**config.mk**
```make
export PLATFORM = sky130hd
export DESIGN_NAME = mips_cpu_bus_arbiter_flat
export DESIGN_NICKNAME = d
export VERILOG_FILES = /design/src/rtl/mips_cpu_bus_arbiter_if.sv /design/src/rtl/mips_cpu_bus_arbiter.sv /design/src/flat_wrapper.sv
export SDC_FILE = /design/constraint.sdc
export NUM_CORES = 1
export LEC_CHECK = 0
export ABC_CLOCK_PERIOD_IN_PS = 3900
export CORE_ASPECT_RATIO = 1.1
export CORE_MARGIN = 8
export CORE_UTILIZATION = 47
export DETAILED_ROUTE_END_ITERATION = 10
export PLACE_DENSITY = 0.86
export SYNTH_ARGS = -nofsm -noshare
export SYNTH_HDL_FRONTEND = slang
export SYNTH_SLANG_ARGS = --single-unit
```
**constraint.sdc**
```tcl
create_clock -name clk -period 3.9 [get_ports clk]
set_input_delay 1.17 -clock clk [delete_from_list [all_inputs] [get_ports clk]]
set_output_delay 1.17 -clock clk [all_outputs]
set_load 0.02 [all_outputs]
```
**src/rtl/mips_cpu_bus_arbiter_if.sv**
```systemverilog
// mips_cpu_bus_arbiter_if: fetch/data requester ports and Avalon-MM master bus of the CPU bus arbiter
interface mips_cpu_bus_arbiter_if;
    logic        fetch_req;
    logic [31:0] fetch_addr;
    logic        fetch_done;
    logic [31:0] fetch_instr;
    logic        fetch_err;
    logic        data_req;
    logic        data_we;
    logic [31:0] data_addr;
    logic [1:0]  data_size;
    logic        data_signed;
    logic [31:0] data_wdata;
    logic        data_done;
    logic [31:0] data_rdata;
    logic        data_err;
    logic        busy;
    logic [31:0] address;
    logic        read;
    logic        write;
    logic        waitrequest;
    logic [31:0] writedata;
    logic [3:0]  byteenable;
    logic [31:0] readdata;
    modport master (
        input  fetch_req, fetch_addr, data_req, data_we, data_addr, data_size, data_signed,
               data_wdata, waitrequest, readdata,
        output fetch_done, fetch_instr, fetch_err, data_done, data_rdata, data_err, busy,
               address, read, write, writedata, byteenable
    );
    modport slave (
        output fetch_req, fetch_addr, data_req, data_we, data_addr, data_size, data_signed,
               data_wdata, waitrequest, readdata,
        input  fetch_done, fetch_instr, fetch_err, data_done, data_rdata, data_err, busy,
               address, read, write, writedata, byteenable
    );
endinterface

```
**src/rtl/mips_cpu_bus_arbiter.sv**
```systemverilog
// mips_cpu_bus_arbiter: shares one Avalon-MM master between instruction fetch and data load/store
module mips_cpu_bus_arbiter #(
    parameter int TIMEOUT = 0
) (
    input logic clk,
    input logic reset,
    mips_cpu_bus_arbiter_if.master bus
);
    typedef enum logic [1:0] {S_IDLE, S_BUS, S_CAPTURE} state_t;
    state_t      state;
    logic [31:0] count;
    logic        is_data;
    logic        is_we;
    logic        is_signed;
    logic [1:0]  sz;
    logic [1:0]  ofs;
    logic        take_data;
    logic        take_fetch;
    logic [31:0] g_addr;
    logic [1:0]  g_size;
    logic        g_mis;
    logic [3:0]  g_be;
    logic [31:0] g_wd;
    logic [31:0] sh;
    logic [31:0] ext;
    logic        timed_out;
    // A requester whose done pulse is still high has already been served this cycle
    assign take_data  = bus.data_req && !bus.data_done;
    assign take_fetch = bus.fetch_req && !bus.fetch_done && !take_data;
    assign g_addr     = take_data ? bus.data_addr : bus.fetch_addr;
    assign g_size     = take_data ? bus.data_size : 2'b10;
    assign g_mis      = (g_size == 2'b11) || (g_size == 2'b01 && g_addr[0]) ||
                        (g_size == 2'b10 && g_addr[1:0] != 2'b00);
    assign g_be       = g_size == 2'b00 ? 4'b0001 << g_addr[1:0] :
                        g_size == 2'b01 ? (g_addr[1] ? 4'b1100 : 4'b0011) : 4'b1111;
    assign g_wd       = g_size == 2'b00 ? {4{bus.data_wdata[7:0]}} :
                        g_size == 2'b01 ? {2{bus.data_wdata[15:0]}} : bus.data_wdata;
    assign sh         = bus.readdata >> {ofs, 3'b000};
    assign ext        = sz == 2'b00 ? {{24{is_signed & sh[7]}}, sh[7:0]} :
                        sz == 2'b01 ? {{16{is_signed & sh[15]}}, sh[15:0]} : bus.readdata;
    assign timed_out  = (TIMEOUT != 0) && (count == 32'(TIMEOUT - 1));
    // Transaction sequencer; every bus and requester output is registered here
    always_ff @(posedge clk) begin
        if (reset) begin
            state           <= S_IDLE;
            count           <= '0;
            is_data         <= 1'b0;
            is_we           <= 1'b0;
            is_signed       <= 1'b0;
            sz              <= 2'b00;
            ofs             <= 2'b00;
            bus.fetch_done  <= 1'b0;
            bus.fetch_instr <= '0;
            bus.fetch_err   <= 1'b0;
            bus.data_done   <= 1'b0;
            bus.data_rdata  <= '0;
            bus.data_err    <= 1'b0;
            bus.busy        <= 1'b0;
            bus.address     <= '0;
            bus.read        <= 1'b0;
            bus.write       <= 1'b0;
            bus.writedata   <= '0;
            bus.byteenable  <= 4'b0000;
        end else begin
            bus.fetch_done <= 1'b0;
            bus.fetch_err  <= 1'b0;
            bus.data_done  <= 1'b0;
            bus.data_err   <= 1'b0;
            case (state)
                S_IDLE: if (take_data || take_fetch) begin
                    is_data   <= take_data;
                    is_we     <= take_data && bus.data_we;
                    is_signed <= take_data && bus.data_signed;
                    sz        <= g_size;
                    ofs       <= g_addr[1:0];
                    if (g_mis) begin
                        bus.data_done  <= take_data;
                        bus.data_err   <= take_data;
                        bus.fetch_done <= !take_data;
                        bus.fetch_err  <= !take_data;
                    end else begin
                        state          <= S_BUS;
                        bus.busy       <= 1'b1;
                        bus.address    <= {g_addr[31:2], 2'b00};
                        bus.byteenable <= g_be;
                        bus.writedata  <= g_wd;
                        bus.read       <= !(take_data && bus.data_we);
                        bus.write      <= take_data && bus.data_we;
                    end
                end
                S_BUS: if (!bus.waitrequest) begin
                    count     <= '0;
                    bus.read  <= 1'b0;
                    bus.write <= 1'b0;
                    if (is_we) begin
                        state         <= S_IDLE;
                        bus.busy      <= 1'b0;
                        bus.data_done <= 1'b1;
                    end else begin
                        state <= S_CAPTURE;
                    end
                end else if (timed_out) begin
                    count          <= '0;
                    bus.read       <= 1'b0;
                    bus.write      <= 1'b0;
                    state          <= S_IDLE;
                    bus.busy       <= 1'b0;
                    bus.data_done  <= is_data;
                    bus.data_err   <= is_data;
                    bus.fetch_done <= !is_data;
                    bus.fetch_err  <= !is_data;
                end else begin
                    count <= count + 32'd1;
                end
                S_CAPTURE: begin
                    state    <= S_IDLE;
                    bus.busy <= 1'b0;
                    if (is_data) begin
                        bus.data_rdata <= ext;
                        bus.data_done  <= 1'b1;
                    end else begin
                        bus.fetch_instr <= ext;
                        bus.fetch_done  <= 1'b1;
                    end
                end
                default: state <= S_IDLE;
            endcase
        end
    end
endmodule

```
**src/flat_wrapper.sv**
```systemverilog
// flat-port wrapper written by rule: the top's interface ports become plain ports
module mips_cpu_bus_arbiter_flat 
#(
    parameter int TIMEOUT = 0
)
  (clk, reset, bus_fetch_req, bus_fetch_addr, bus_data_req, bus_data_we, bus_data_addr, bus_data_size, bus_data_signed, bus_data_wdata, bus_waitrequest, bus_readdata, bus_fetch_done, bus_fetch_instr, bus_fetch_err, bus_data_done, bus_data_rdata, bus_data_err, bus_busy, bus_address, bus_read, bus_write, bus_writedata, bus_byteenable);
  mips_cpu_bus_arbiter_if bus_i ();
  input logic clk;
  input logic reset;
  input wire logic [$bits(bus_i.fetch_req)-1:0] bus_fetch_req;
  input wire logic [$bits(bus_i.fetch_addr)-1:0] bus_fetch_addr;
  input wire logic [$bits(bus_i.data_req)-1:0] bus_data_req;
  input wire logic [$bits(bus_i.data_we)-1:0] bus_data_we;
  input wire logic [$bits(bus_i.data_addr)-1:0] bus_data_addr;
  input wire logic [$bits(bus_i.data_size)-1:0] bus_data_size;
  input wire logic [$bits(bus_i.data_signed)-1:0] bus_data_signed;
  input wire logic [$bits(bus_i.data_wdata)-1:0] bus_data_wdata;
  input wire logic [$bits(bus_i.waitrequest)-1:0] bus_waitrequest;
  input wire logic [$bits(bus_i.readdata)-1:0] bus_readdata;
  output wire logic [$bits(bus_i.fetch_done)-1:0] bus_fetch_done;
  output wire logic [$bits(bus_i.fetch_instr)-1:0] bus_fetch_instr;
  output wire logic [$bits(bus_i.fetch_err)-1:0] bus_fetch_err;
  output wire logic [$bits(bus_i.data_done)-1:0] bus_data_done;
  output wire logic [$bits(bus_i.data_rdata)-1:0] bus_data_rdata;
  output wire logic [$bits(bus_i.data_err)-1:0] bus_data_err;
  output wire logic [$bits(bus_i.busy)-1:0] bus_busy;
  output wire logic [$bits(bus_i.address)-1:0] bus_address;
  output wire logic [$bits(bus_i.read)-1:0] bus_read;
  output wire logic [$bits(bus_i.write)-1:0] bus_write;
  output wire logic [$bits(bus_i.writedata)-1:0] bus_writedata;
  output wire logic [$bits(bus_i.byteenable)-1:0] bus_byteenable;
  assign bus_i.fetch_req = bus_fetch_req;
  assign bus_i.fetch_addr = bus_fetch_addr;
  assign bus_i.data_req = bus_data_req;
  assign bus_i.data_we = bus_data_we;
  assign bus_i.data_addr = bus_data_addr;
  assign bus_i.data_size = bus_data_size;
  assign bus_i.data_signed = bus_data_signed;
  assign bus_i.data_wdata = bus_data_wdata;
  assign bus_i.waitrequest = bus_waitrequest;
  assign bus_i.readdata = bus_readdata;
  assign bus_fetch_done = bus_i.fetch_done;
  assign bus_fetch_instr = bus_i.fetch_instr;
  assign bus_fetch_err = bus_i.fetch_err;
  assign bus_data_done = bus_i.data_done;
  assign bus_data_rdata = bus_i.data_rdata;
  assign bus_data_err = bus_i.data_err;
  assign bus_busy = bus_i.busy;
  assign bus_address = bus_i.address;
  assign bus_read = bus_i.read;
  assign bus_write = bus_i.write;
  assign bus_writedata = bus_i.writedata;
  assign bus_byteenable = bus_i.byteenable;
  mips_cpu_bus_arbiter #(.TIMEOUT(TIMEOUT)) u_core (.clk(clk), .reset(reset), .bus(bus_i));
endmodule
```
* After elaboration in Yosys (flattened, before gate mapping)
Cells that the tools add are included.
** Storage, ports and cells
- Register bits after elaboration :: 146
- Bits in latches :: 0
- RAM bits :: 0
- Bits in read-only memories :: 0
- Bits of input ports :: 137
- Output and inout port bits :: 139
- Logic and storage cells :: 99
- Memories :: 0
** Cells by class
- Add/subtract/negate cells :: 0
- Multiply operators :: 0
- Div/mod/pow operators :: 0
- Magnitude comparators :: 0
- Equality and inequality tests :: 10
- Shift-type cells :: 2
- Multiplexer cells :: 36
- Bitwise logic cells :: 5
- Reduce and logical (&&, ||, !) cells :: 28
** Operators by type and width (number)
- two-way mux 32 bit :: 5
- >> shifter 32 x 5 -> 16 bit :: 1
- two-way mux 1 bit :: 17
- two-way mux 4 bit :: 3
- two-way mux 2 bit :: 5
- logical AND 1 bit :: 7
- equality test 2 x 1 -> 1 bit (second input constant) :: 3
- equality test 2 bit (second input constant) :: 3
- logical NOT 2 bit :: 3
- case mux 1 bit (2 select lines) :: 3
- case mux 1 bit (3 select lines) :: 2
- AND reduction 2 bit :: 3
- AND reduction 3 bit :: 2
- AND reduction 5 bit :: 1
- logical NOT 1 bit :: 4
- != test 2 x 1 -> 1 bit (second input constant) :: 2
- != test 2 bit (second input constant) :: 2
- case mux 2 bit (2 select lines) :: 1
- AND reduction 4 bit :: 1
- nonzero test 2 bit :: 2
- << shifter 1 x 2 -> 4 bit (first input constant) :: 1
- logical OR 1 bit :: 3
- NOT 1 bit :: 3
- nonzero test 3 bit :: 1
- 2 further kinds :: 3

* Longest topological paths before layout
Gate-level depths: netlist of the first run.
- Depth in word-level cells :: 10
- Depth in mapped cells :: 8
- Depth with buffers taken out :: 6

* Least setup slack after synthesis of the first run
No wires, ideal clock.
- Path type :: input to register
- Start point :: input port bus_readdata[31]
- End point :: register u_core.bus.fetch_instr[22]
- Arrival time :: 2.487 ns
- Required time :: 3.757 ns
- Setup slack :: 1.269 ns
- Stages :: 6
- Buffers on the path :: 1
- Cell sequence :: mux4_2 -> and4bb_4 -> a41o_4 -> nor2_8 -> buf_12 -> a211oi_2
** On the way
- Cells in the longest elaborated chain, start to end :: 4
- Elaborated cells between the ends (all ways) :: 5
- Classes of those cells :: shift: 1; mux: 2; bitwise: 2
** Ends and longest elaborated chain
- start: declaration :: RTL line flat_wrapper.sv:19 : input wire logic [$bits(bus_i.readdata)-1:0] bus_readdata;
- >> shifter 32 x 5 -> 16 bit * :: RTL line mips_cpu_bus_arbiter.sv:38 : assign sh = bus.readdata >> {ofs, 3'b000};
- AND 1 bit :: RTL line mips_cpu_bus_arbiter.sv:40 : sz == 2'b01 ? {{16{is_signed & sh[15]}}, sh[15:0]} : bus.readdata;
- two-way mux 32 bit :: RTL line mips_cpu_bus_arbiter.sv:40
- two-way mux 32 bit * :: RTL line mips_cpu_bus_arbiter.sv:39 : assign ext = sz == 2'b00 ? {{24{is_signed & sh[7]}}, sh[7:0]} :
- end signal: assignment :: RTL line mips_cpu_bus_arbiter.sv:122 : bus.fetch_instr <= ext;
- end: declaration :: RTL line mips_cpu_bus_arbiter_if.sv:28 : output fetch_done, fetch_instr, fetch_err, data_done, data_rdata, data_err, busy,
Every way passes the cells marked *; elsewhere a longest branch is shown, timed or not.
A chain may end at the register's enable or synchronous reset.

* Worst setup path in the final report of the first run
- Start point :: input port bus_data_addr[1]
- End point :: register u_core.bus.writedata[21] (netlist bit)
** On the way
- Cells in the longest elaborated chain, start to end :: 6
** Ends and longest elaborated chain
- start: declaration :: RTL line flat_wrapper.sv:14 : input wire logic [$bits(bus_i.data_addr)-1:0] bus_data_addr;
- two-way mux 32 bit :: RTL line mips_cpu_bus_arbiter.sv:30 : assign g_addr = take_data ? bus.data_addr : bus.fetch_addr;
- nonzero test 2 bit :: RTL line mips_cpu_bus_arbiter.sv:33 : (g_size == 2'b10 && g_addr[1:0] != 2'b00);
- logical AND 1 bit :: RTL line mips_cpu_bus_arbiter.sv:33
- logical OR 1 bit :: RTL line mips_cpu_bus_arbiter.sv:32 : assign g_mis = (g_size == 2'b11) || (g_size == 2'b01 && g_addr[0]) ||
- NOT 1 bit (no source line)
- AND reduction 3 bit (no source line)
- end signal: assignment :: RTL line mips_cpu_bus_arbiter.sv:86 : bus.writedata <= g_wd;
- end: declaration :: RTL line mips_cpu_bus_arbiter_if.sv:29 : address, read, write, writedata, byteenable
No other way between the ends.

==> flow_summary.yaml, run 1 <==
placement:
  hpwl_mm: 17.7
  port_buffers: 273
  placed_cells: 1216
  place_congestion: 0.877
finish:
  mostFrequentLayoutCells: "272 x clkdlybuf4s50_1, 146 x dfxtp_1, 138 x nand2_1, 102 x a21oi_1, 70 x nor2_1"
  diodes: 0
  fin_cells: 1248
  final_common_cell: "clkdlybuf4s50_1"
  layout-drive-gt1-share: 0.0852
  syn_to_final_growth_pct: 50.9
  layout.nets: 1184
  fillers: 1115
  post-route-util: 0.716
synth:
  ys_seq_area_frac: 0.431
  syn_area_per_cell_um2: 8.34
  netlist_instances: 812
  yosysWarnings: 0
  ys_ff_latch: 146
  synthArstFlopShare: 0
  ys_types: 50
  synth_area_mm2: 0.00677
  synth_edf_count: 0
  ys.flop_type: "dfxtp_1"
floorplanning:
  start_util: 0.475
  fp.dieH_um: 142
  core_area_mm2: 0.0143
  ios: 276
  die_area_mm2: 0.0185
  num_rows: 46
  die_w_um: 130
sta:
  maxSlewViolCount: 0
  slew_headroom: 0.466
  fin_setup_tns_ps: 0
  tightest_slew_ps: 801
  fmax_ghz: 0.342
  setup_viol: 0
  fin_worst_skew_ps: 7.92
  period_share: 0.749
  finalHoldViolCount: 0
  layout_min_cycle_time_ps: 2920
  rsz0062_at_grt: "no"
setup_path:
  cp-end-kind: "flip-flop"
  cp.arrival_ps: 3200
  path_class: "primary input to flip-flop"
  r2r_end: "u_core.bus.fetch_instr[16]$_SDFFE_PP0P_"
  cp_data_required_time_ps: 4170
  rr_startpoint: "u_core.ofs[1]$_SDFFE_PP0P_"
  r2r_slack_ps: 1560
  start_kind: "primary input"
  path_max_fanout: 29
  r2r_cells: 5
cts:
  clk_pin_slew_ps: 60
  cts_tree: "built"
  cts_resized: 0
  hold_buffers: 0
  cts_buffers: 17
  cts_setup_buffers: 0
  clock_latency_ps: 420
  cts_htree_levels: 4
  root_buffer: "clkbuf_16"
  clock_path_buffers: 2
  clock_sinks: 146
drt:
  route.detailed.drc: 0
  wl_per_cell_um: 19.6
  drt-initial-drc-count: 724
  vias: 7067
  vias_per_cell: 5.66
  ant_nets: 0
  first_pass_iters: 5
  drt_wl_total_mm: 24.5
min_path:
  hp-class: "flip-flop to flip-flop"
  holdPathStages: 2
  holdPathEnd: "u_core.bus.data_rdata[6]$_SDFFE_PP0P_"
  hp-start: "u_core.bus.data_rdata[6]$_SDFFE_PP0P_"
global_routing:
  grt_pass1_vias: 6943
  antenna_found_initial: 0
  grt_pass1_wl_mm: 37.2
  grtUsageTotal: 0.258
  grt_max_degree: 71
  overflow: 0
power:
  power.leakage_nw: 3.53
  ir_drop_mv: 0.272
  power_density_mw_per_mm2: 462
status:
  status: "completed"
job:
  maxCapViolCount: 0
## logic make-up after synthesis
family / share of synthesized area
other cells: 0.000554
flops: 0.431
mux: 0.0436
compound gates: 0.287
buf+inv: 0.0619
fa+ha+maj: 0.00739
simple gates: 0.168
## where the power goes
| group | internal (mW) | switching, mW | total [mW] |
|---|---|---|---|
| Combinational | 0.546 | 0.694 | 1.24 |
| Clock | 1.15 | 0.642 | 1.79 |
| Sequential | 1.61 | 0.0756 | 1.69 |
| Total | 3.31 | 1.41 | 4.72 |
## flip-flops by register name, indices dropped and copies added, names as in the netlist
register	count
u_core.bus.address	30
u_core.bus.data_err	1
u_core.ofs	2
u_core.bus.data_rdata	32
u_core.bus.byteenable	4
u_core.state	2
u_core.bus.read	1
u_core.is_data	1
u_core.bus.fetch_instr	32
u_core.bus.writedata	32
u_core.is_signed	1
u_core.bus.write	1
u_core.bus.busy	1
u_core.sz	2
u_core.bus.fetch_done	1
u_core.bus.data_done	1
u_core.bus.fetch_err	1
u_core.is_we	1
## area by class of cell
class,instances,area [µm²],area share
repair buffers,292,2910,0.285
multi-input cells,575,3460,0.338
inverters,11,41.3,0.00404
clock buffers,19,443,0.0433
flip-flops and latches,146,2920,0.286
clock inverters,13,208,0.0203
well taps,192,240,0.0235
## worst max-delay path by stage
stage | start | endpoint | slack (ps) | cells past startpoint
after floorplan | bus_readdata[31] | u_core.bus.fetch_instr[22]$_SDFFE_PP0P_ | 1270 | 6
after global placement | bus_data_addr[1] | u_core.bus.address[12]$_SDFFE_PP0P_ | 640 | 7
after detailed placement | bus_data_addr[1] | u_core.bus.address[8]$_SDFFE_PP0P_ | 580 | 7
after CTS | bus_data_addr[1] | u_core.bus.writedata[21]$_SDFFE_PP0P_ | 1030 | 7
after global routing | bus_data_req | u_core.bus.address[21]$_SDFFE_PP0P_ | 860 | 7
final | bus_data_addr[1] | u_core.bus.writedata[21]$_SDFFE_PP0P_ | 980 | 7
## stage by stage
step | power (mW) | hold WS [ps] | worst slack (ps) | cell area, µm²
6_report | 4.72 | 461 | 977 | 10200
5_1_grt | 4.92 | 478 | 862 | 10200
4_1_cts | 4.75 | 460 | 1030 | 10200
3_5_place_dp | 2.95 | 451 | 577 | 9570
3_3_place_gp | 2.93 | 441 | 639 | 9570
2_1_floorplan | 2.40 | 450 | 1270 | 6780
## routing by layer
metal,vias up,track usage,routed length [µm]
li1,3375,-,-
met1,3269,0.294,9270
met2,379,0.423,11700
met3,44,0.0950,2700
met4,0,0.110,740
met5,-,0,0
## cell usage after synthesis (all sizes together) (9+ instances only)
cell type | number | share of area
dfxtp | 146 | 0.43
nand2 | 138 | 0.076
a21oi | 102 | 0.075
nor2 | 75 | 0.046
a211oi | 58 | 0.072
clkbuf | 51 | 0.028
a311oi | 42 | 0.054
o21ai | 31 | 0.025
buf | 30 | 0.028
mux2i | 19 | 0.029
nor2b | 19 | 0.018
inv | 11 | 0.0061
nand3 | 10 | 0.0074
o2111ai | 10 | 0.013
a22oi | 9 | 0.010
## critical path, stage by stage
cell and delay, ps:
clkdlybuf4s50_1 500, or4b_4 590, o21ai_4 110, a22oi_1 170, nor2_4 150, buf_4 330
a311oi_1 150
No activity file was read; power rests on OpenSTA's default activity.
==> inputs of run 2 (changes only) <==
--- a/config.mk
+++ b/config.mk
@@ -5,12 +5,12 @@
 export SDC_FILE = /design/constraint.sdc
 export NUM_CORES = 1
 export LEC_CHECK = 0
-export ABC_CLOCK_PERIOD_IN_PS = 3900
+export ABC_CLOCK_PERIOD_IN_PS = 3000
 export CORE_ASPECT_RATIO = 1.1
 export CORE_MARGIN = 8
-export CORE_UTILIZATION = 47
+export CORE_UTILIZATION = 44
 export DETAILED_ROUTE_END_ITERATION = 10
-export PLACE_DENSITY = 0.86
+export PLACE_DENSITY = 0.82
 export SYNTH_ARGS = -nofsm -noshare
 export SYNTH_HDL_FRONTEND = slang
 export SYNTH_SLANG_ARGS = --single-unit
==> constraint.sdc (replaced) <==
create_clock -name clk -period 3 [get_ports clk]
set_input_delay 0.9 -clock clk [delete_from_list [all_inputs] [get_ports clk]]
set_output_delay 0.9 -clock clk [all_outputs]
set_load 0.02 [all_outputs]
==> run 2 against run 1 <==
Against the previous run:
- via count up 0.41%
- power up 30%
- critical path depth down 1
- count of clock-buffer cells in the layout up 1
- combinational power up 32%
- clock power up 28%
- final cell count up 0.96%
- global-route usage down 1.1 points
- non-clock buffer count up 8
- sequential share of layout area down 0.28 points
- worst setup slack worse by 520 ps
- critical path type unchanged
==> flow_summary.yaml, run 2 (synthesized netlist as in run 1, its figures left out) <==
drt:
  first_pass_iters: 5
  drt_wl_total_mm: 24.8
  vias_per_cell: 5.63
  wl_per_cell_um: 19.7
  route.detailed.drc: 0
  drt-initial-drc-count: 732
  ant_nets: 0
  vias: 7096
cts:
  cts_buffers: 17
  cts_tree: "built"
  cts_resized: 0
  cts_htree_levels: 4
  clock_sinks: 146
  hold_buffers: 0
  clock_path_buffers: 2
  root_buffer: "clkbuf_16"
  clk_pin_slew_ps: 60
  clock_latency_ps: 420
  cts_setup_buffers: 0
setup_path:
  cp_data_required_time_ps: 3280
  cp-end-kind: "flip-flop"
  cp.arrival_ps: 2830
  start_kind: "primary input"
  path_class: "primary input to flip-flop"
  path_max_fanout: 16
sta:
  fmax_ghz: 0.393
  rsz0062_at_grt: "no"
  fin_setup_tns_ps: 0
  finalHoldViolCount: 0
  maxSlewViolCount: 0
  period_share: 0.849
  layout_min_cycle_time_ps: 2550
  setup_viol: 0
  tightest_slew_ps: 641
  slew_headroom: 0.573
  fin_worst_skew_ps: 5.08
  hold_ws_ps: 455
floorplanning:
  start_util: 0.450
  num_rows: 47
  die_area_mm2: 0.0196
  fp.dieH_um: 146
  core_area_mm2: 0.0151
  ios: 276
  die_w_um: 134
power:
  p_clk_frac: 0.374
  seq_power_share: 0.358
  p_sw_frac: 0.303
  p_switching_mw: 1.86
  pwr-share-comb: 0.268
  ir_drop_mv: 0.389
  power_density_mw_per_mm2: 593
  total_power_mw: 6.12
  power.leakage_nw: 3.57
  internal_power_mw: 4.27
global_routing:
  gr-usage-met1: 0.299
  grt_pass1_vias: 6928
  grt_max_degree: 71
  grt_pass1_wl_mm: 38.6
  grtUsageMet3: 0.0762
  grtUsageTotal: 0.246
  busiest_layer: "met2"
  met2_usage: 0.397
  antenna_found_initial: 0
  overflow: 0
finish:
  stdcell_area_mm2: 0.0103
  mostFrequentLayoutCells: "272 x clkdlybuf4s50_1, 146 x dfxtp_1, 138 x nand2_1, 102 x a21oi_1, 70 x nor2_1"
  layout-drive-gt1-share: 0.0912
  syn_to_final_growth_pct: 52.4
  post-route-util: 0.686
  final_common_cell: "clkdlybuf4s50_1"
  diodes: 0
  reg.largest.list: "u_core.bus.data_rdata (32), u_core.bus.fetch_instr (32), u_core.bus.writedata (32)"
  layout.nets: 1192
placement:
  port_buffers: 273
  hpwl_mm: 18.0
  place_congestion: 0.887
  placedInstanceArea_mm2: 0.00969
min_path:
  hp-class: "flip-flop to flip-flop"
status:
  status: "completed"
job:
  maxCapViolCount: 0
[run 2: power by group through the flow]
stage               Combinational [mW]  Sequential (mW)  Clock [mW]
floorplan                        0.739             2.38           0
global placement                  1.62             2.23           0
detailed placement                1.64             2.23           0
CTS                               1.65             2.19        2.32
global route                      1.76             2.21        2.43
finish                            1.64             2.19        2.29
[run 2: layout make-up]
class	instances	area, µm²
clock buffer	20	457
timing repair buffer	300	3020
tap	196	245
inverter	11	41.3
sequential	146	2920
fill	1244	4730
clock inverter	12	180
multi-input combinational	575	3460
[run 2: routing by layer]
metal	up-vias	routed length, µm
met4	0	648
li1	3394	-
met1	3343	10200
met3	36	2320
met2	323	11600
met5	-	0
[run 2: worst paths after layout]
check | cells past startpoint | slack, ps | endpoint | start
max reg2reg | 6 | 880 | u_core.bus.fetch_instr[18]$_SDFFE_PP0P_ | u_core.ofs[0]$_SDFFE_PP0P_
max | 6 | 450 | u_core.bus.fetch_instr[18]$_SDFFE_PP0P_ | bus_readdata[31]
min reg2reg | 2 | 460 | u_core.bus.data_rdata[1]$_SDFFE_PP0P_ | u_core.bus.data_rdata[1]$_SDFFE_PP0P_
min | 2 | 460 | u_core.bus.data_rdata[1]$_SDFFE_PP0P_ | u_core.bus.data_rdata[1]$_SDFFE_PP0P_
[run 2: critical path, stage by stage]
cell             delay (ps)
clkdlybuf4s50_1         450
mux4_2                  530
and4bb_4                220
a41o_4                  280
nor2_8                  300
a211oi_1                140
[run 2: per-stage QoR]
step | worst slack [ps] | cells
floorplan | 639 | 813
global placement | 58.5 | 1228
detailed placement | 11.0 | 1228
CTS | 448 | 1260
global route | 363 | 1260
finish | 454 | 1260
